**src/rtl/sobol_pair_consumer.sv**
```systemverilog
`default_nettype none
// ============================================================================
//  Module   : sobol_pair_consumer
//  Purpose  : Reader side of the packed 2-D Sobol stream. Each 32-bit sample
//             carries x in [31:16] and y in [15:0], both unsigned Q0.16. The
//             block takes a programmed number of samples over valid/ready.
//             It counts the samples that fall strictly inside the unit quarter
//             circle (x^2 + y^2 < 1.0, i.e. < 2^32 in raw units).
//  Ports    : clk, rst_n          - clock (rising edge), async active-low reset
//             start, n_samples    - begin a run of n_samples (ignored if busy)
//             in_valid, in_data   - upstream sample handshake / packed sample
//             in_ready            - sample accepted on in_valid && in_ready
//             busy                - run in progress (RUN or DRAIN)
//             done                - one-cycle pulse when counts are final
//             sample_count        - samples accepted in current/last run
//             hit_count           - in-circle samples in current/last run
//  Revision : 1.0 - initial release
// ============================================================================
module sobol_pair_consumer #(
   parameter int NW = 32
) (
   input  logic          clk,
   input  logic          rst_n,
   input  logic          start,
   input  logic [NW-1:0] n_samples,
   input  logic          in_valid,
   input  logic [31:0]   in_data,
   output logic          in_ready,
   output logic          busy,
   output logic          done,
   output logic [NW-1:0] sample_count,
   output logic [NW-1:0] hit_count
);

   typedef enum logic [1:0] {
      S_IDLE  = 2'd0,
      S_RUN   = 2'd1,
      S_DRAIN = 2'd2,
      S_DONE  = 2'd3
   } state_t;

   state_t        r_state;
   state_t        w_next;
   logic [NW-1:0] r_target;
   logic [NW-1:0] r_sample_count;
   logic [NW-1:0] r_hit_count;
   logic          r_done;
   logic          w_enter_done;
   logic          w_start_ok;
   logic          w_xfer;
   logic          w_last;

   // Squaring pipeline: stage 1 holds the squares, stage 2 holds the hit flag.
   logic          r_v1;
   logic          r_v2;
   logic          r_hit2;
   logic [31:0]   r_xsq;
   logic [31:0]   r_ysq;
   logic [31:0]   w_x;
   logic [31:0]   w_y;
   logic [32:0]   w_sum;

   assign w_x        = {16'd0, in_data[31:16]};
   assign w_y        = {16'd0, in_data[15:0]};
   assign w_sum      = {1'b0, r_xsq} + {1'b0, r_ysq};

   assign in_ready   = (r_state == S_RUN) && (r_sample_count < r_target);
   assign w_xfer     = in_valid && in_ready;
   assign w_start_ok = start && ((r_state == S_IDLE) || (r_state == S_DONE));
   // Count is strictly below target whenever a transfer happens, so +1 cannot wrap.
   assign w_last     = w_xfer && ((r_sample_count + NW'(1)) == r_target);

   always_comb begin
      w_next       = r_state;
      w_enter_done = 1'b0;
      case (r_state)
         S_IDLE, S_DONE: begin
            if (w_start_ok) begin
               if (n_samples != '0) begin
                  w_next = S_RUN;
               end else begin
                  // Empty run completes immediately with zero counts.
                  w_next       = S_DONE;
                  w_enter_done = 1'b1;
               end
            end
         end
         S_RUN: begin
            if (w_last) begin
               w_next = S_DRAIN;
            end
         end
         S_DRAIN: begin
            // hit_count is final only once both pipeline stages have emptied.
            if (!r_v1 && !r_v2) begin
               w_next       = S_DONE;
               w_enter_done = 1'b1;
            end
         end
         default: begin
            w_next = S_IDLE;
         end
      endcase
   end

   always_ff @(posedge clk or negedge rst_n) begin
      if (!rst_n) begin
         r_state        <= S_IDLE;
         r_done         <= 1'b0;
         r_target       <= '0;
         r_sample_count <= '0;
         r_hit_count    <= '0;
         r_v1           <= 1'b0;
         r_v2           <= 1'b0;
         r_hit2         <= 1'b0;
         r_xsq          <= '0;
         r_ysq          <= '0;
      end else begin
         r_state <= w_next;
         r_done  <= w_enter_done;

         r_v1 <= w_xfer;
         if (w_xfer) begin
            r_xsq <= w_x * w_x;
            r_ysq <= w_y * w_y;
         end
         r_v2   <= r_v1;
         // Bit 32 set means the sum reached 2^32 or more: outside (or on) the circle.
         r_hit2 <= r_v1 && !w_sum[32];

         if (w_start_ok) begin
            r_target       <= n_samples;
            r_sample_count <= '0;
            r_hit_count    <= '0;
         end else begin
            if (w_xfer) begin
               r_sample_count <= r_sample_count + NW'(1);
            end
            if (r_v2 && r_hit2) begin
               r_hit_count <= r_hit_count + NW'(1);
            end
         end
      end
   end

   assign busy         = (r_state == S_RUN) || (r_state == S_DRAIN);
   assign done         = r_done;
   assign sample_count = r_sample_count;
   assign hit_count    = r_hit_count;

endmodule
`default_nettype wire
```
**config.mk**
```make
export PLATFORM = sky130hd
export DESIGN_NAME = sobol_pair_consumer
export DESIGN_NICKNAME = d
export VERILOG_FILES = /design/src/rtl/sobol_pair_consumer.sv
export SDC_FILE = /design/constraint.sdc
export NUM_CORES = 1
export LEC_CHECK = 0
export BUFFER_PORTS_ARGS = -buffer_cell sky130_fd_sc_hd__buf_2
export CAP_MARGIN = 20
export CORE_UTILIZATION = 58
export CTS_CLUSTER_SIZE = 28
export DETAILED_ROUTE_END_ITERATION = 10
export PLACE_DENSITY = 0.79
export SLEW_MARGIN = 10
export SYNTH_ARGS = -nofsm -noshare
export SYNTH_HDL_FRONTEND = slang
export SYNTH_SLANG_ARGS = --single-unit
```
**constraint.sdc**
```tcl
create_clock -name clk -period 2.8 [get_ports clk]
set_clock_uncertainty 0.1 [all_clocks]
set_input_delay 0.56 -clock clk [delete_from_list [all_inputs] [get_ports clk]]
set_output_delay 0.56 -clock clk [all_outputs]
set_load 0.05 [all_outputs]
```
# Word level (Yosys, flattened, before mapping)
# Index checks and enable logic that the tools add are counted.
[word_totals] elab_cells=54 regBits=166 out_inout_bits=67 input_bits=68
[op_classes] eq_ne=7 n_reduce_logical=18 multipliers=2 n_lt_le_gt_ge=1 add_sub_neg=3 muxes=13
[op_table] op="$mux 32" n=4
[op_table] op="$add 32x1->32 const B" n=2
[op_table] op="$mul 16x16->32" n=2
[op_table] op="$add 32x32->33" n=1
[op_table] op="$eq 32x32->1" n=1
[op_table] op="$lt 32x32->1" n=1
[op_table] op="$reduce_bool 32->1" n=1
[op_table] op="$mux 2" n=4
[op_table] op="$logic_and 1x1->1" n=7
[op_table] op="$ne 2x2->1 const B" n=3
[op_table] op="$pmux 2 s3" n=1
[op_table] op="$eq 2x2->1 const B" n=2
[op_table] op="$reduce_bool 2->1" n=2
[op_table] op="$logic_not 1->1" n=3
[op_table] op="$mux 1" n=3
[op_table] op="$reduce_and 3->1" n=1
[op_table] op="$eq 2x1->1 const B" n=1
[op_table] op="$logic_not 2->1" n=1
[op_table] op="$logic_or 1x1->1" n=2
[op_table] op="$pmux 1 s2" n=1
[op_table] op="$reduce_or 2->1" n=1

# Depth between registers and ports, before layout
[logic_depth] ltp_word=6 mapped_depth=26 depth_no_buf=24

# Least setup slack after synthesis
# No wires, ideal clock.
[synth_path] path_kind="input-to-reg" startpoint="input in_data[20]" endpoint="register r_xsq[30]" slack_ps=-3991 setup_time_ps=131 n_path_buf=2 path_stages=21 arrival_time_ps=6560 cell_sequence="clkbuf_1 > clkbuf_1 > nand2_1 > fa_1 > fa_1 > inv_1 > fa_1 > fa_1 > fa_1 > inv_1 > fa_1 > inv_1 > ha_1 > and2_1 > nand4_1 > o31ai_1 > a2111oi_0 > or2_2 > o21ai_1 > nor3_1 > or3_1"
[synth_between] elab_chain_len=1
[synth_lines] item="start: declaration" line_no="27" source="input logic [31:0] in_data,"
[synth_lines] item="$mul 16x16->32" line_no="124" source="r_xsq <= w_x * w_x;"
[synth_lines] item="end signal: assignment" line_no="124"
[synth_lines] item="end: declaration" line_no="57" source="logic [31:0] r_xsq;"
# Every way passes these cells.
# A chain may end at the register's enable or synchronous reset.

# Final worst setup path
[layout_path] startpoint="input in_data[24]" endpoint="register r_xsq[31]"
# The elaborated chain is that of the path after synthesis.

==> impl_metrics.tcl <==
set metrics [dict create \
    status "complete, but fails checks" \
    violations "negative setup slack" \
    crit_type "in2reg" \
    min_period_ns 7.06 \
    grt_max_degree 60 \
    nets 3940 \
    grt_pass1_wl_mm 124 \
    coreArea_mm2 0.0399 \
    area_growth_syn_to_layout_pct 38.8 \
    drv_cap 0 \
    synth-xor-area-share_pct 6.24 \
    die_w_um 204 \
    viasPerCell 6.30 \
    ios 135 \
    final_cell_mix "481 x inv_1, 453 x buf_4, 308 x fa_1" \
    finalCritPeriodShare_pct 252 \
    max_freq_ghz 0.142 \
    crit_top_cell "fa_1" \
    yosys_most_used_dff "dfrtp_1" \
    clk_latency_ns 0.48 \
    synth_top_family_by_area "adder cells" \
    root_buffer "clkbuf_16" \
    synth_edf_count 0 \
    antenna_found_initial 7 \
    clock-sinks 162 \
    yosysSeqAreaShare_pct 17.2 \
    crit_slowest_cell "fa_1" \
    hold_slack_ns 0.233 \
    dp_hpwl_mm 49.7 \
    setup_viol_count_final 96 \
    syn_avg_cell_area_um2 8.93 \
    yosys.area_share.simple_pct 14.9 \
    seqCellArea_mm2 0.00408 \
    crit_required_ns 3.05 \
    worstHoldPathCells 3 \
    rsz0062_at_grt "yes" \
    start_kind "primary input" \
    grt_use_total_pct 38.0 \
    first_global_vias 24922 \
    clockBufferDepth 2 \
    min-delay-path-class "in2reg" \
    netlist_area_mm2 0.0236 \
    maxSlewViolCount 0 \
    relSlewSlack_pct 52.9 \
    hold_viol 0 \
    yosys.cell_types.count 71 \
    wl_per_cell_um 24.7 \
    routed_wl_mm 94.3 \
    synth_warnings 0 \
    final_cells 3819 \
    ys_ff_latch 162 \
    muxShareOfSynthArea_pct 0.903 \
    cts_max_level 4 \
    synthAdderAreaFrac_pct 41.8 \
    synth_cells 2639 \
    vias 24078 \
    cts_buffers 17 \
    dp.cells 3700 \
    clk_pin_slew_ns 0.08 \
    place.gp.congestion 0.960 \
    crit_fanout 7 \
    synth_compound_area_share_pct 8.91 \
    r2r_cells 16 \
    initial_utilization_pct 59.0 \
    rows 73 \
    multi_input_area_mm2 0.0195 \
    critPathMaxStageDelay_ns 0.83 \
    arrival_ns 7.31 \
    dr.pass1.iters 9 \
    cts_tree "yes" \
    setup_slack_ns -4.26 \
    final_common_cell "inv_1" \
    cp-end-kind "register" \
    worst_pin_slew_ns 0.706 \
    n_fill_cell 1941 \
    drtAntennaViolNets 0 \
    synth.net_count 3299 \
    async_flop_share_pct 100 \
    drt_iter0_drc 2864 \
    die_area_mm2 0.0414 \
    final_util_pct 82.0 \
    drive_above_1_share_pct 35.4 \
    die-height_um 204 \
    overflow 0 \
    drc 0 \
    port_buffers 134 \
]
==> routing by layer <==
metal  wire [um]  share of wire, %  up-vias  GRT usage [%]
li1            -                 -     9612              -
met5         115              0.12        -              0
met4       10600                11       12           25.8
met3       11800                12      953           6.28
met1       29200                31    11416           41.7
met2       42600                45     2085           67.5
==> metrics by stage <==
step	setup TNS (ns)	worst slack, ns	instance area (um2)
2_1_floorplan	-141.12	-3.42	24600
3_3_place_gp	-163.00	-3.62	29100
3_5_place_dp	-167.99	-3.73	29100
4_1_cts	-145.95	-2.98	31800
5_1_grt	-210.48	-4.31	32700
6_report	-201.79	-4.26	32700
==> layout make-up <==
type,count,area share (%)
Clock buffer,19,1.35
Tap cell,525,2.01
Inverter,549,6.31
Sequential cell,162,12.5
Antenna cell,1,0.00765
Clock inverter,13,0.493
Multi-Input combinational cell,1848,59.5
Timing Repair Buffer,702,17.9
==> repair_timing <==
| item | CTS | global route |
|---|---|---|
| pin swaps | 247 | 151 |
| hold buffers | 1 | 0 |
| endpoints found under the setup margin | 96 | 99 |
| gates cloned | 3 | 0 |
| hold endpoints to repair | 1 | 0 |
| resized for setup | 416 | 189 |
| buffers inserted | 71 | 32 |
==> synth_stat cells, drive strengths merged, types with 6 or more instances <==
master	n	area share [%]
o21a	9	0.29
buf	7	0.16
fa	324	28
nand2	285	4.5
inv	548	8.7
nor3	25	0.58
a21o	43	1.4
and2	94	2.5
nand4	26	0.69
and4	9	0.33
or3	13	0.35
and3	16	0.42
xor2	70	2.6
o21ai	134	2.9
o21bai	7	0.22
nand3	41	0.99
ha	268	14
dfrtp	162	17
nand3b	6	0.19
a21oi	73	1.6
a31oi	8	0.21
a211oi	15	0.48
clkbuf	73	1.2
or2	8	0.21
nor2	145	2.3
o31ai	8	0.25
nor2b	14	0.37
nand2b	18	0.48
nor4	17	0.57
mux2	15	0.73
xnor2	98	3.6
==> logic make-up (layout without fill, tap and decap cells) <==
group | Yosys count | after routing
AND/OR/NAND/NOR | 728 | 728
buffers and inverters | 629 | 1283
adder cells (fa/ha/maj) | 592 | 592
AO/OA/AOI/OAI | 341 | 341
XOR/XNOR | 168 | 168
flip-flops | 162 | 162
multiplexers | 19 | 19
other | 0 | 1
==> state kept, by name, summed over array words and instances (netlist names), 2 cells and up <==
| signal | flops |
|---|---|
| hit_count | 32 |
| r_target | 32 |
| sample_count | 32 |
| r_xsq | 30 |
| r_ysq | 30 |
| r_state | 2 |
==> worst max-delay path: cells and delay by family <==
family | cells | cell delay [ns]
AO/OA/AOI/OAI | 8 | 1.46
XOR/XNOR | 1 | 0.13
adder cells (fa/ha/maj) | 7 | 3.97
buffers and inverters | 9 | 1.07
AND/OR/NAND/NOR | 1 | 0.08
==> final timing paths <==
check / startpoint / to / slack [ns]
setup / recovery: in_data[24] / r_xsq[31] / -4.26
hold / removal: n_samples[11] / r_target[11] / 0.23
setup reg to reg: sample_count[17] / sample_count[1] / -0.88
hold reg to reg: r_ysq[26] / r_ysq[26] / 0.40
max in group asynchronous: rst_n / sample_count[8] / 1.30
min in group asynchronous: rst_n / sample_count[14] / 0.56
Power is left out: the tool's default activity adds up to more than one toggle a clock period on the data nets, which glitch-free logic cannot reach.
